`config.mk`:
```
export PLATFORM = sky130hd
export DESIGN_NAME = fetch_unit
export DESIGN_NICKNAME = d
export VERILOG_FILES = /design/src/rtl/rv32i_pkg.sv /design/src/rtl/fetch_queue.sv /design/src/rtl/fetch_unit.sv
export SDC_FILE = /design/constraint.sdc
export NUM_CORES = 1
export LEC_CHECK = 0
export ABC_CLOCK_PERIOD_IN_PS = 7800
export BUFFER_PORTS_ARGS = -buffer_cell sky130_fd_sc_hd__buf_2
export CAP_MARGIN = 20
export CORE_ASPECT_RATIO = 0.9
export CORE_MARGIN = 4
export CORE_UTILIZATION = 30
export CTS_CLUSTER_SIZE = 28
export DETAILED_ROUTE_END_ITERATION = 8
export PLACE_DENSITY = 0.52
export SYNTH_ARGS = -nofsm -noshare
export SYNTH_HDL_FRONTEND = slang
export SYNTH_HIERARCHICAL = 1
export SYNTH_SLANG_ARGS = --single-unit
```
`constraint.sdc`:
```
create_clock -name clk -period 7.8 [get_ports clk]
set_clock_uncertainty 0.1 [all_clocks]
set_input_delay 0.39 -clock clk [delete_from_list [all_inputs] [get_ports clk]]
set_output_delay 0.39 -clock clk [all_outputs]
set_load 0.01 [all_outputs]
```
`src/rtl/rv32i_pkg.sv`:
```
// rv32i_pkg: shared RV32I constants for the front end
package rv32i_pkg;
  localparam int XLEN = 32;
  localparam logic [31:0] NOP_INSN = 32'h0000_0013;
  localparam logic [31:0] DEFAULT_RESET_PC = 32'h0001_0000;
endpackage

```
`src/rtl/fetch_queue.sv`:
```
// fetch_queue: synchronous FIFO with flush; full/empty decided by count
module fetch_queue #(
  parameter int WIDTH = 64,
  parameter int DEPTH = 4
) (
  input  logic                       clk,
  input  logic                       rst,
  input  logic                       push,
  input  logic                       pop,
  input  logic                       flush,
  input  logic [WIDTH-1:0]           din,
  output logic [WIDTH-1:0]           dout,
  output logic [$clog2(DEPTH+1)-1:0] count,
  output logic                       full,
  output logic                       empty
);
  localparam int AW = $clog2(DEPTH);
  localparam int CW = $clog2(DEPTH+1);
  logic [WIDTH-1:0] mem [DEPTH];
  logic [AW-1:0]    wr_ptr, rd_ptr;
  logic             push_ok, pop_ok;
  assign full    = count == CW'(DEPTH);
  assign empty   = count == '0;
  assign push_ok = push && !full;
  assign pop_ok  = pop && !empty;
  assign dout    = mem[rd_ptr];
  always_ff @(posedge clk) begin
    if (rst || flush) begin
      wr_ptr <= '0;
      rd_ptr <= '0;
      count  <= '0;
    end else begin
      if (push_ok) wr_ptr <= wr_ptr + 1'b1;
      if (pop_ok) rd_ptr <= rd_ptr + 1'b1;
      count <= count + CW'(push_ok) - CW'(pop_ok);
    end
  end
  always_ff @(posedge clk)
    if (!rst && !flush && push_ok) mem[wr_ptr] <= din;
endmodule

```
`src/rtl/fetch_unit.sv`:
```
// fetch_unit: IF stage owning the fetch PC, feeding ID from a prefetch queue
module fetch_unit
  import rv32i_pkg::*;
#(
  parameter int          XLEN     = rv32i_pkg::XLEN,
  parameter int          DEPTH    = 4,
  parameter logic [XLEN-1:0] RESET_PC = XLEN'(DEFAULT_RESET_PC),
  parameter int          PC_STEP  = 4
) (
  input  logic                       clk,
  input  logic                       rst,
  output logic [XLEN-1:0]            iad,
  output logic                       ireq,
  input  logic [31:0]                idt,
  input  logic                       acki_n,
  input  logic                       redirect,
  input  logic [XLEN-1:0]            redirect_pc,
  output logic                       id_valid,
  input  logic                       id_ready,
  output logic [XLEN-1:0]            id_pc,
  output logic [31:0]                id_ir,
  output logic [$clog2(DEPTH+1)-1:0] count
);
  logic [XLEN-1:0]    fetch_pc;
  logic [XLEN+31:0]   head;
  logic               full, empty, accept;
  assign iad      = fetch_pc;
  assign ireq     = !rst && !redirect && !full;
  assign accept   = ireq && !acki_n;
  assign id_valid = !empty;
  assign id_pc    = empty ? '0 : head[XLEN+31:32];
  assign id_ir    = empty ? NOP_INSN : head[31:0];
  always_ff @(posedge clk) begin
    if (rst) fetch_pc <= RESET_PC;
    else if (redirect) fetch_pc <= {redirect_pc[XLEN-1:2], 2'b00};
    else if (accept) fetch_pc <= fetch_pc + XLEN'(PC_STEP);
  end
  fetch_queue #(.WIDTH(XLEN+32), .DEPTH(DEPTH)) u_queue (
    .clk   (clk),
    .rst   (rst),
    .push  (accept),
    .pop   (id_valid && id_ready && !redirect),
    .flush (redirect),
    .din   ({fetch_pc, idt}),
    .dout  (head),
    .count (count),
    .full  (full),
    .empty (empty)
  );
endmodule

```
==> results of run 1 <==
==> flip-flops by register name, indices dropped and copies added, names as in the netlist, named ones only <==
register / cells
u_queue/mem: 256
u_queue/wr_ptr: 2
u_queue/count: 3
u_queue/rd_ptr: 2
iad: 30
==> cell families (layout without fill, tap and decap cells) <==
logic type	after synthesis	count (layout)	share of synthesized area (%)
compound gates	54	54	3.22
simple gates	190	190	9.28
other cells	1	10	0.0312
mux	69	69	12.6
flops	295	295	70.6
buf+inv	50	276	2.58
fa+ha+maj	8	8	0.897
xor+xnor	12	12	0.876
==> metrics by stage <==
| step | utilization, % | cells |
|---|---|---|
| 2_1_floorplan | - | 688 |
| 3_3_place_gp | 33.8 | 1356 |
| 3_5_place_dp | 33.8 | 1356 |
| 4_1_cts | 37.1 | 1446 |
| 5_1_grt | 37.1 | 1446 |
| 6_report | 37.1 | 1446 |
==> path summary, 6_finish.rpt <==
| kind | from | end | slack (ps) |
|---|---|---|---|
| worst max register to register | u_queue/count[1]$_SDFF_PP0_ | u_queue/mem[1][4]$_DFFE_PP_ | 4350 |
| worst max-delay path | register | id_ir[0] | 4220 |
| worst min register to register | u_queue/rd_ptr[0]$_SDFFE_PP0P_ | register | 390 |
| worst min-delay path | idt[27] | u_queue/mem[0][27]$_DFFE_PP_ | 30 |
==> layer usage <==
| metal | vias up | global-route usage (%) | share of wire, % |
|---|---|---|---|
| met5 | - | 0 | 0.037 |
| met4 | 2 | 3.60 | 1.9 |
| met3 | 50 | 3.16 | 6.1 |
| met2 | 191 | 21.7 | 47 |
| met1 | 3486 | 18.3 | 45 |
| li1 | 3145 | - | - |
==> layout make-up <==
cell class	instances	area, um^2	share of cell area, %
Clock inverter	13	63.8	0.435
Timing Repair Buffer	206	1220	8.29
Multi-Input combinational cell	343	3280	22.4
Inverter	13	48.8	0.333
Sequential cell	295	8480	57.8
Clock buffer	44	910	6.20
Tap cell	532	666	4.54
==> cell usage in the layout, fill, tap and decap left out, types with 7 or more instances in the layout <==
| cell type | instances |
|---|---|
| a211oi_1 | 8 |
| a31oi_1 | 7 |
| and3_1 | 7 |
| buf_2 | 165 |
| buf_4 | 8 |
| clkbuf_1 | 9 |
| clkbuf_16 | 35 |
| conb_1 | 10 |
| dfxtp_1 | 37 |
| dlygate4sd3_1 | 33 |
| edfxtp_1 | 256 |
| ha_1 | 7 |
| inv_1 | 12 |
| mux4_2 | 60 |
| nand2_1 | 25 |
| nand3_1 | 11 |
| nand4_1 | 12 |
| nor2_1 | 19 |
| nor2b_1 | 62 |
| o21ai_0 | 9 |
| o31ai_1 | 7 |
| or3_1 | 8 |
| or4_1 | 15 |
| xor2_1 | 8 |
==> power by group through the flow <==
stage               registers (mW)  logic [mW]  clock network, mW
global placement              1.79       0.106                  0
finish                        1.76       0.118               1.41
floorplan                     1.79      0.0444                  0
CTS                           1.76       0.121               1.46
detailed placement            1.79       0.107                  0
global route                  1.76       0.131               1.53
==> worst max-delay path, stage by stage, from the launching register on <==
cell	delay (ps)
dfxtp_4	690
buf_4	830
mux4_2	580
or2_2	300
buf_2	150
==> impl_metrics.ini, run 1 <==
[synth]
syn_area_per_cell_um2 = 17.7
synthesis.area_um2 = 12000
postSynthCellCount = 679
ys_types = 51
seq_area_frac_synth_pct = 70.6
synth-warning-count = 6
synthTopCellsByCount = edfxtp_1, nor2b_1, mux4_2, dfxtp_1, nand2_1
yosysMostFrequentCell = edfxtp_1
ys_ff_latch = 295
synth-edff-count = 256
synth_top_cell_area_share_pct = 64.1
synth_area_leaders = edfxtp_1, mux4_2, dfxtp_1
synthFlopType = edfxtp_1
async_flop_share_pct = 0
synth_area_leader_cell = edfxtp_1

[worst_hold_path]
hp-class = input port to register
whs_path_depth = 1

[sta]
whs_ps = 31.3
final_max_slew_viol_count = 0
post-route-period-util_pct = 45.9
worstMarginPinSlew_ps = 930
rsz0062_at_grt = no
setup_ws_ps = 4220
fin_crit_ps = 3580
setup_viol = 0
timing.setup.tns_ps = 0
fmax_mhz = 279
slew-limit-headroom_pct = 38.0
hold_viol = 0

[route]
dr.pass1.iters = 4
totalWireLength_mm = 29.6
drt-initial-drc-count = 488
drc = 0
num_vias = 6874
vias_per_cell = 4.75
wire_per_inst_um = 20.5
antenna_left = 0

[layout]
n_antenna_cell = 0
area_growth_pct = 22.2
fillers = 3771
drive_above_1_share_pct = 31.6
nets = 970
fin_area_um2 = 14700

[floorplan]
design.core.area_um2 = 39500
rows = 69
start_util_pct = 30.4
ios = 170
die_area_um2 = 43300
fp.dieW_um = 219
die_y_um = 198

[worst_setup_path]
endpoint_kind = output pin
start_kind = register
cp.required_ps = 7310
reg2regPathDepth = 6
cp_data_arrival_time_ps = 3090
cp_max_fo = 44
critical_path_class = register to output pin

[power_and_ir_drop]
swShare_pct = 20.9
switchingPower_mw = 0.687
p_seq_share_pct = 53.5
p_per_area_nw_per_um2 = 224
p_int_mw = 2.60
ir_worst_vdd_v = 0.000111
pwr-share-comb_pct = 3.6
p_leak_nw = 4.97
total_power_mw = 3.29
power_frac_clock_pct = 42.9

[placed_design]
place_ws_ps = 4150
place_congestion = 0.721
dp_hpwl_mm = 17.7
place.port_buffers = 165
place_area_um2 = 13400

[clocking]
cts_buffer_depth = 3
cts_tree = done
cts_made_buffers = 34
clk_pin_slew_ps = 60
clkSinkCount = 295
cts_root_buf = clkbuf_16
post_cts_buffers = 0
htreeDepth = 2
clk_latency_ps = 510
cts_resized = 0
ctsHoldBuffers = 33

[run_status]
status = finished clean

[grt]
grt_max_degree = 66
grt_overflow = 0
grtUsageTotal_pct = 13.4
first_global_vias = 7160
grt_pass1_wl_mm = 44.0
antenna_found_initial = 2

[flow_run]
max-cap-violations = 0
(Power assumes the default switching activity.)
==> inputs of run 2 (changes only) <==
--- a/config.mk
+++ b/config.mk
@@ -5,7 +5,7 @@
 export SDC_FILE = /design/constraint.sdc
 export NUM_CORES = 1
 export LEC_CHECK = 0
-export ABC_CLOCK_PERIOD_IN_PS = 7800
+export ABC_CLOCK_PERIOD_IN_PS = 3430
 export BUFFER_PORTS_ARGS = -buffer_cell sky130_fd_sc_hd__buf_2
 export CAP_MARGIN = 20
 export CORE_ASPECT_RATIO = 0.9
==> constraint.sdc (replaced) <==
create_clock -name clk -period 3.43 [get_ports clk]
set_clock_uncertainty 0.1 [all_clocks]
set_input_delay 0.1715 -clock clk [delete_from_list [all_inputs] [get_ports clk]]
set_output_delay 0.1715 -clock clk [all_outputs]
set_load 0.01 [all_outputs]
==> run 2 against run 1 <==
Effect of this change:
- final area is 4.4% higher
- clock power grew to 2.6 times the previous value
- via count is 2.7% higher
- sequential share of layout area is 2.4 points lower
- core utilization is 1.6 points higher
==> impl_metrics.ini, run 2 (synthesized netlist as in run 1, its figures left out) <==
[floorplan]
design.core.area_um2 = 39500
die_area_um2 = 43300
ios = 170
fp.dieW_um = 219
start_util_pct = 30.4
die_y_um = 198
rows = 69

[power_and_ir_drop]
ir_worst_vdd_v = 0.000241
total_power_mw = 7.97
p_per_area_nw_per_um2 = 521
p_leak_nw = 5.26

[grt]
grtUsageMet1_pct = 19.1
antenna_found_initial = 2
top_usage_layer = met2
grtUsageMet2_pct = 21.2
first_global_vias = 7367
grt_max_degree = 65
grt_use_met3_pct = 3.11
grt_pass1_wl_mm = 44.9
grt_overflow = 0
grtUsageTotal_pct = 13.5

[layout]
fillers = 3769
final_cell_mix = edfxtp_1, buf_2, nor2b_1, dlygate4sd3_1, mux4_2
seqCellArea_um2 = 8480
nets = 1014
regMostFlops = u_queue/mem
area_growth_pct = 27.5
multi_input_area_um2 = 3280
layout_commonest_cell = edfxtp_1
largest_register_ffs = 256
drive_above_1_share_pct = 32.6

[sta]
setup_viol = 0
fmax_mhz = 358
timing.setup.tns_ps = 0
setup_ws_ps = 639
final_max_slew_viol_count = 0
post-route-period-util_pct = 81.4
slew-limit-headroom_pct = 42.0
rsz0062_at_grt = no
worstMarginPinSlew_ps = 870
fin_crit_ps = 2790
hold_viol = 0

[worst_setup_path]
setup.worst_path.start = u_queue/count[1]$_SDFF_PP0_
r2r_end = u_queue/count[2]$_SDFF_PP0_
reg2regPathDepth = 14
cp_max_fo = 6
rrSetupSlack_ps = 640
crit_end = u_queue/count[2]$_SDFF_PP0_
cp.required_ps = 3700
start_kind = register
r2r_start = u_queue/count[1]$_SDFF_PP0_
cp_data_arrival_time_ps = 3060
endpoint_kind = register
critical_path_class = register to register

[clocking]
htreeDepth = 2
clkSinkCount = 295
cts_buffer_depth = 3
clk_pin_slew_ps = 60
clk_latency_ps = 520
cts_tree = done
cts_made_buffers = 35
cts_root_buf = clkbuf_16

[placed_design]
place_congestion = 0.719
place_ws_ps = 680
place.port_buffers = 165
dp_hpwl_mm = 18.3

[route]
drt-initial-drc-count = 524
wire_per_inst_um = 19.8
totalWireLength_mm = 29.6
antenna_left = 0
num_vias = 7059
vias_per_cell = 4.72
dr.pass1.iters = 4
drc = 0

[worst_hold_path]
hp-class = input port to register

[run_status]
status = finished clean

[flow_run]
max-cap-violations = 0
[run 2: worst min path at each step]
stage / start / end / cells after the start
after floorplan: rst / u_queue/count[2]$_SDFF_PP0_ / 1
after global placement: idt[26] / u_queue/mem[2][26]$_DFFE_PP_ / 1
after detailed placement: idt[9] / u_queue/mem[2][9]$_DFFE_PP_ / 1
after CTS: acki_n / iad[7]$_SDFFE_PP0P_ / 4
after global routing: acki_n / iad[7]$_SDFFE_PP0P_ / 4
final: acki_n / iad[7]$_SDFFE_PP0P_ / 4
[run 2: cell type report]
type	instances	area share [%]
diodes	1	0.0163
clock buffers	41	6.00
clock inverters	21	1.40
inverters	13	0.319
multi-input cells	343	21.4
flip-flops and latches	295	55.4
well taps	532	4.35
repair buffers	249	11.1
[run 2: where the power goes]
part           switching, mW  internal, mW
logic                  0.152         0.147
registers             0.0685          3.94
clock network           1.44          2.22
[run 2: critical path, cell delays in order, from the launching register on]
cell and delay (ps):
dfxtp_1 460, nor3b_2 100, nor4_2 220, buf_4 180, inv_1 60, nor2_1 100
buf_4 160, inv_1 50, ha_1 270, inv_1 40, ha_1 180, fa_1 380
xnor2_1 180, xnor2_1 140, nor3_1 60
[run 2: per-layer routing]
layer | part of all wire [%] | wire length (um)
met5 | 0.044 | 13
met4 | 2.2 | 642
met3 | 5.4 | 1600
met2 | 45 | 13400
met1 | 47 | 14000
[run 2: repair_timing]
item	4_1_cts	5_1_grt
hold buffers	62	0
endpoints found under the hold margin	158	0
gates resized for setup	0	0
setup buffers	0	0
[run 2: stage by stage]
step / hold slack, ps / std cells / util, % / instance area (um^2)
after detailed placement: 293 / 1370 / 34.3 / 13600
after CTS: 7.99 / 1494 / 38.7 / 15300
after floorplan: 148 / 688 / - / 12000
final: 42.7 / 1495 / 38.7 / 15300
after global routing: 61.9 / 1495 / 38.7 / 15300
after global placement: 289 / 1370 / 34.3 / 13600
